[src/rtl/pool_pkg.sv]
// Shared types and helpers for the max-pool result writer and its pooling datapath.
package pool_pkg;

    localparam int unsigned POOL_DATA_W = 16;

    typedef enum logic [1:0] {
        IDLE = 2'd0,
        RUN  = 2'd1,
        DONE = 2'd2
    } state_t;

    function automatic int unsigned out_dim(input int unsigned m, input int unsigned p);
        return m / p;
    endfunction

    // Bits needed to index v entries; never below 1 so vectors stay legal.
    function automatic int unsigned clog2(input int unsigned v);
        int unsigned r;
        r = 0;
        for (int unsigned i = 0; i < 31; i++) begin
            if ((32'd1 << i) < v) r = i + 1;
        end
        return (r == 0) ? 1 : r;
    endfunction

endpackage

[src/rtl/pool_wr_fifo.sv]
// Synchronous result FIFO; exposes the head entry and the entry behind it so the
// writer can present the next word in the same cycle it retires the current one.
module pool_wr_fifo
    import pool_pkg::*;
#(
    parameter int unsigned DATA_W = POOL_DATA_W,
    parameter int unsigned DEPTH  = 4
) (
    input  logic                  clk,
    input  logic                  master_rst,
    input  logic                  clr,
    input  logic                  push,
    input  logic [DATA_W-1:0]     push_data,
    input  logic                  pop,
    output logic [DATA_W-1:0]     head_c,
    output logic [DATA_W-1:0]     next_head_c,
    output logic [clog2(DEPTH):0] count,
    output logic                  full,
    output logic                  empty
);
    localparam int unsigned PTR_W = clog2(DEPTH);
    localparam int unsigned CNT_W = PTR_W + 1;

    logic [DATA_W-1:0] mem [DEPTH];
    logic [PTR_W-1:0]  wr_ptr;
    logic [PTR_W-1:0]  rd_ptr;
    logic [CNT_W-1:0]  count_n;

    always_comb begin
        count_n = count;
        if (push && !pop) begin
            count_n = count + CNT_W'(1);
        end else if (pop && !push) begin
            count_n = count - CNT_W'(1);
        end
    end

    always_ff @(posedge clk) begin
        if (!master_rst || clr) begin
            wr_ptr <= '0;
            rd_ptr <= '0;
            count  <= '0;
            full   <= 1'b0;
            empty  <= 1'b1;
        end else begin
            if (push) wr_ptr <= wr_ptr + PTR_W'(1);
            if (pop)  rd_ptr <= rd_ptr + PTR_W'(1);
            count <= count_n;
            full  <= (count_n == CNT_W'(DEPTH));
            empty <= (count_n == '0);
        end
    end

    // Storage needs no reset: entries are only read once counted in.
    always_ff @(posedge clk) begin
        if (push) mem[wr_ptr] <= push_data;
    end

    assign head_c      = mem[rd_ptr];
    assign next_head_c = mem[rd_ptr + PTR_W'(1)];

endmodule

[src/rtl/pool_result_writer.sv]
// Buffers pooled results and writes them in raster order to the output feature map.
// Build option: define POOL_WR_RELU_EN to clamp negative results to 0 before buffering.
module pool_result_writer
    import pool_pkg::*;
#(
    parameter int unsigned M          = 4,
    parameter int unsigned P          = 2,
    parameter int unsigned DATA_W     = POOL_DATA_W,
    parameter int unsigned ADDR_W     = 9,
    parameter int unsigned BASE_ADDR  = 0,
    parameter int unsigned FIFO_DEPTH = 4
) (
    input  logic              clk,
    input  logic              master_rst,
    input  logic              start,
    input  logic              in_valid,
    input  logic [DATA_W-1:0] in_data,
    output logic              wr_en,
    output logic [ADDR_W-1:0] wr_addr,
    output logic [DATA_W-1:0] wr_data,
    input  logic              wr_ack,
    output logic              busy,
    output logic              frame_done,
    output logic              overflow
);
    localparam int unsigned OD     = out_dim(M, P);
    localparam int unsigned N      = OD * OD;
    localparam int unsigned CNT_W  = clog2(N + 1);
    localparam int unsigned POS_W  = clog2(OD);
    localparam int unsigned FCNT_W = clog2(FIFO_DEPTH) + 1;

    state_t             state, state_n;
    logic [CNT_W-1:0]   accepted, accepted_n;
    logic [CNT_W-1:0]   written, written_n;
    logic [POS_W-1:0]   col, col_n;
    logic [POS_W-1:0]   row, row_n;
    logic               wr_en_n, busy_n, frame_done_n, overflow_n;
    logic [ADDR_W-1:0]  wr_addr_n;
    logic [DATA_W-1:0]  wr_data_n;
    logic [31:0]        addr_full;
    logic               start_acc, push, pop;
    logic [DATA_W-1:0]  push_data;
    logic [DATA_W-1:0]  head, next_head;
    logic [FCNT_W-1:0]  fifo_count;
    logic               fifo_full, fifo_empty;

`ifdef POOL_WR_RELU_EN
    assign push_data = in_data[DATA_W-1] ? '0 : in_data;
`else
    assign push_data = in_data;
`endif

    pool_wr_fifo #(
        .DATA_W (DATA_W),
        .DEPTH  (FIFO_DEPTH)
    ) u_fifo (
        .clk         (clk),
        .master_rst  (master_rst),
        .clr         (start_acc),
        .push        (push),
        .push_data   (push_data),
        .pop         (pop),
        .head_c      (head),
        .next_head_c (next_head),
        .count       (fifo_count),
        .full        (fifo_full),
        .empty       (fifo_empty)
    );

    // Next state plus look-ahead of every registered output.
    always_comb begin
        state_n    = state;
        start_acc  = (state == IDLE) && start;
        pop        = wr_en && wr_ack;
        push       = (state == RUN) && in_valid && (accepted < CNT_W'(N)) && (!fifo_full || pop);
        overflow_n = overflow | (in_valid && !push);
        accepted_n = accepted + CNT_W'(push);
        written_n  = written + CNT_W'(pop);
        col_n      = col;
        row_n      = row;

        if (pop) begin
            if (col == POS_W'(OD - 1)) begin
                col_n = '0;
                row_n = row + POS_W'(1);
            end else begin
                col_n = col + POS_W'(1);
            end
        end

        case (state)
            IDLE: begin
                if (start) begin
                    state_n    = RUN;
                    accepted_n = '0;
                    written_n  = '0;
                    col_n      = '0;
                    row_n      = '0;
                    overflow_n = 1'b0;
                end
            end
            RUN:     if (written_n == CNT_W'(N)) state_n = DONE;
            DONE:    state_n = IDLE;
            default: state_n = IDLE;
        endcase

        addr_full    = 32'(BASE_ADDR) + 32'(row_n) * 32'(OD) + 32'(col_n);
        wr_addr_n    = ADDR_W'(addr_full);
        // A word pushed this cycle is presented one cycle later; only older entries count.
        wr_en_n      = (state_n == RUN) && !fifo_empty && !(pop && (fifo_count == FCNT_W'(1)));
        wr_data_n    = pop ? next_head : head;
        busy_n       = (state_n != IDLE);
        frame_done_n = (state_n == DONE);
    end

    always_ff @(posedge clk) begin
        if (!master_rst) begin
            state      <= IDLE;
            accepted   <= '0;
            written    <= '0;
            col        <= '0;
            row        <= '0;
            wr_en      <= 1'b0;
            wr_addr    <= '0;
            wr_data    <= '0;
            busy       <= 1'b0;
            frame_done <= 1'b0;
            overflow   <= 1'b0;
        end else begin
            state      <= state_n;
            accepted   <= accepted_n;
            written    <= written_n;
            col        <= col_n;
            row        <= row_n;
            wr_en      <= wr_en_n;
            wr_addr    <= wr_addr_n;
            wr_data    <= wr_data_n;
            busy       <= busy_n;
            frame_done <= frame_done_n;
            overflow   <= overflow_n;
        end
    end

endmodule

[config.mk]
export PLATFORM = sky130hd
export DESIGN_NAME = pool_result_writer
export DESIGN_NICKNAME = d
export VERILOG_FILES = /design/src/rtl/pool_pkg.sv /design/src/rtl/pool_wr_fifo.sv /design/src/rtl/pool_result_writer.sv
export SDC_FILE = /design/constraint.sdc
export NUM_CORES = 1
export LEC_CHECK = 0
export BUFFER_PORTS_ARGS = -buffer_cell sky130_fd_sc_hd__buf_2
export CAP_MARGIN = 10
export CELL_PAD_IN_SITES_DETAIL_PLACEMENT = 1
export CELL_PAD_IN_SITES_GLOBAL_PLACEMENT = 2
export CORE_MARGIN = 8
export CORE_UTILIZATION = 40
export DETAILED_ROUTE_END_ITERATION = 8
export PLACE_DENSITY = 0.8
export SYNTH_ARGS = -nofsm -noshare
export SYNTH_HDL_FRONTEND = slang
export SYNTH_HIERARCHICAL = 1
export SYNTH_SLANG_ARGS = --single-unit
[constraint.sdc]
create_clock -name clk -period 6.08 [get_ports clk]
set_input_delay 0.304 -clock clk [delete_from_list [all_inputs] [get_ports clk]]
set_output_delay 0.304 -clock clk [all_outputs]
set_load 0.02 [all_outputs]
==> key figures <==
Critical path
  – Worst setup EP type: flop
  – R2R Path Start: wr_en
  – R2R Setup Slk: 3.15 ns
  – R2R cell count: 3
  – WS Path Type: reg -> reg
  – Critical Path RT: just over 6 ns
  – Worst Setup Start Kind: flop
  – Worst-path maximum fanout: 20
  – Crit path DAT: 2.90 ns
  – Worst Setup SP: wr_en
  – Setup crit end: u_fifo/mem[1][11]
  – Worst flop-to-flop path endpoint: u_fifo/mem[1][11]

Synthesis
  – Synth Flop Type: edfxtp_1
  – Number of synthesized flops with an enable pin: 64
  – Post-synth ARST share: 0%
  – Synth area leaders: edfxtp_1 42%, dfxtp_1 18%, mux4_2 10%
  – Cell taking the most area after synthesis: edfxtp_1
  – Most frequent cell after synthesis: edfxtp_1
  – Synth Cell Area: 4608 um2
  – Syn_area_per_cell: between 15 and 20 um2
  – Synth unique cells: 40
  – #FFs+latches synth: 105
  – Synthesis Warnings: 6
  – Post-synth top cells: 64 x edfxtp_1, 41 x dfxtp_1, 37 x nand2_1
  – Post-synthesis sequential area ratio: about three fifths
  – Synthesized instance count: about 300
  – Top-area cell type share of the netlist area: roughly two fifths

Power
  – Peak supply drop: around 0.00017 V
  – PD cells: between 200 and 300 nW/um2
  – LEAKAGE: roughly 1.8 nW
  – Pint: between 1 and 1.5 mW
  – Switching power: around 0.3 mW
  – Clock Power Share: ~41%
  – Register share of total power: a little over half
  – Power share of the combinational group: just under 5%
  – Switching Share: 20.94%

Floorplan
  – Die Span Y: between 100 and 150 um
  – DIE AREA: roughly 15000 um2
  – CORE AREA: roughly 11000 um2
  – Die X: approximately 120 um
  – Starting Density: between 40% and 50%
  – I/O Pins: 50
  – Cell row count: 39

GRT
  – All-layer global routing usage: between 10% and 20%
  – Antenna violations before repair: 0
  – Largest net degree at the start of global routing: 31
  – Gr ovfl total: 0
  – First-pass GRT wire length: approximately 15 mm
  – Vias in the first global route: about 2700

Detailed routing
  – Initial DRC count: 81
  – Number of routed nets with antenna violations: 0
  – Via count: ~2500
  – Total Wirelength: between 9 and 10 mm
  – Avg WL per Cell: between 15 and 20 um
  – Via density: roughly 5.2
  – Pre-antenna DRT Iters: 4
  – Drt drc: 0

STA
  – Final Critical Period: around 2.9 ns
  – Final Hold Vio Count: 0
  – Final Worst Setup Slack: 3.154 ns
  – RSZ-0062 raised after global routing: no
  – # setup viols final: 0
  – Slew Viols, Final: 0
  – FMAX: 341.7 MHz
  – Crit share post-route: approximately 48%
  – WHS: 0.1731 ns
  – Setup TNS: 0 ns
  – Transition time at the pin with the least slew margin: roughly 1.2 ns
  – Slew HR: a little over a fifth
  – Fin Clk Skew: around 0.0058 ns

Clocking
  – CTS max path bufs: 2
  – CTS root buffer: clkbuf_16
  – Setup Buffers After CTS: 0
  – Clk sinks: about 110
  – # hold bufs at CTS: 0
  – Clock Latency Late Sink: approximately 0.35 ns
  – H-tree depth: 3
  – Number of buffers created by CTS: 9
  – Post-CTS sizing: 0
  – CTS tree: yes
  – Clk slew on worst S/H paths: roughly 0.07 ns

Finish
  – Area added between synthesis and finish: 10.78%
  – Layout Nets: between 300 and 400
  – Share of layout cells above drive strength 1: a little over a quarter
  – Filler instances: roughly 1200
  – Post-Layout Cell Count: about 480
  – Antenna Cells: 0

Placement
  – Port bufs: 42
  – Gpl congestion: approximately 0.69
  – Placed cells: around 460
  – Pre-CTS WS: 2.994 ns
  – DPL Wire Length: just under 6 mm

Worst hold path
  – Worst Hold Class: in -> reg

Outcome
  – Status: completed

Job
  – MaxCap Viol Count: 0
layout by cell type, fill, tap and decap left out, drive strengths merged, types with 2 or more instances in the layout:
| cell | Yosys | routed |
|---|---|---|
| and2 | 6 | 6 |
| nor2b | 4 | 4 |
| clkinv | 0 | 2 |
| nand2 | 38 | 38 |
| nand2b | 2 | 2 |
| dfxtp | 41 | 41 |
| xnor2 | 6 | 6 |
| buf | 23 | 42 |
| inv | 9 | 11 |
| o21ai | 3 | 3 |
| nor4 | 3 | 3 |
| a2111oi | 2 | 2 |
| nor2 | 16 | 16 |
| nor3 | 2 | 2 |
| edfxtp | 64 | 64 |
| a21boi | 16 | 16 |
| xor2 | 4 | 4 |
| conb | 1 | 7 |
| ha | 9 | 9 |
| nor3b | 3 | 3 |
| mux4 | 32 | 32 |
| clkbuf | 2 | 10 |
final cells by class:
class	instances	area, um2	area share [%]
clock buffer	10	239.0	4.681
clock inverter	6	63.81	1.250
inverter	9	33.78	0.6618
multi-input combinational	164	1637	32.06
sequential	105	2743	53.73
tap	143	178.9	3.505
timing repair buffer	42	210.2	4.118
stage by stage:
stage	utilization (%)	instance area (um2)	power, mW
floorplan	-	4631	0.8390
global placement	42.42	4802	0.8608
detailed placement	42.42	4802	0.8643
CTS	45.09	5105	1.443
global route	45.09	5105	1.472
finish	45.09	5105	1.424
worst min path at each step:
stage / slack (ns) / from / end / depth (start not counted)
2_1_floorplan: 0.38 / u_fifo/empty / wr_en / 1
3_3_place_gp: 0.40 / u_fifo/empty / wr_en / 1
3_5_place_dp: 0.40 / u_fifo/empty / wr_en / 1
4_1_cts: 0.16 / in_data[9] / u_fifo/mem[3][9] / 1
5_1_grt: 0.18 / in_data[7] / u_fifo/mem[3][7] / 1
6_report: 0.17 / in_data[9] / u_fifo/mem[3][9] / 1
per-layer routing:
metal  vias to the layer above  GRT usage, %  part of all wire, %
met5                         -             0                    0
li1                       1157             -                    -
met4                         0         5.192                  1.8
met2                        54         22.24                   52
met1                      1285         14.77                   42
met3                        15         3.151                  4.6
flip-flops by register name (all words and copies together) (netlist names), 3 cells and up, named ones only:
register and flops:
wr_data 16, u_fifo/count 3, accepted 3, u_fifo/mem 64
written 3
power groups by stage:
stage,clock network [mW],registers (mW),logic [mW]
floorplan,0,0.798,0.0407
global placement,0,0.791,0.0694
detailed placement,0,0.792,0.0719
CTS,0.594,0.777,0.0723
global route,0.616,0.778,0.0781
finish,0.578,0.776,0.0704
cell families (layout without fill, tap and decap cells):
kind of cell / after synthesis / count (layout) / share of synthesized area (%)
xor gates and xnor gates: 10 / 10 / 2.308
muxes: 34 / 34 / 17.00
adders and majority gates: 9 / 9 / 2.444
buffers and inverters: 34 / 67 / 5.457
AOI/OAI and AO/OA: 27 / 27 / 5.186
DFF: 105 / 105 / 59.52
other: 1 / 7 / 0.08138
and+or+nand+nor: 77 / 77 / 8.010
worst max-delay path: stages, from the launching register on:
cell,delay (ns)
dfxtp_1,0.35
nand2_2,0.35
a2111oi_4,0.99
and2_1,0.84
Power figures use the tool's default switching activity.
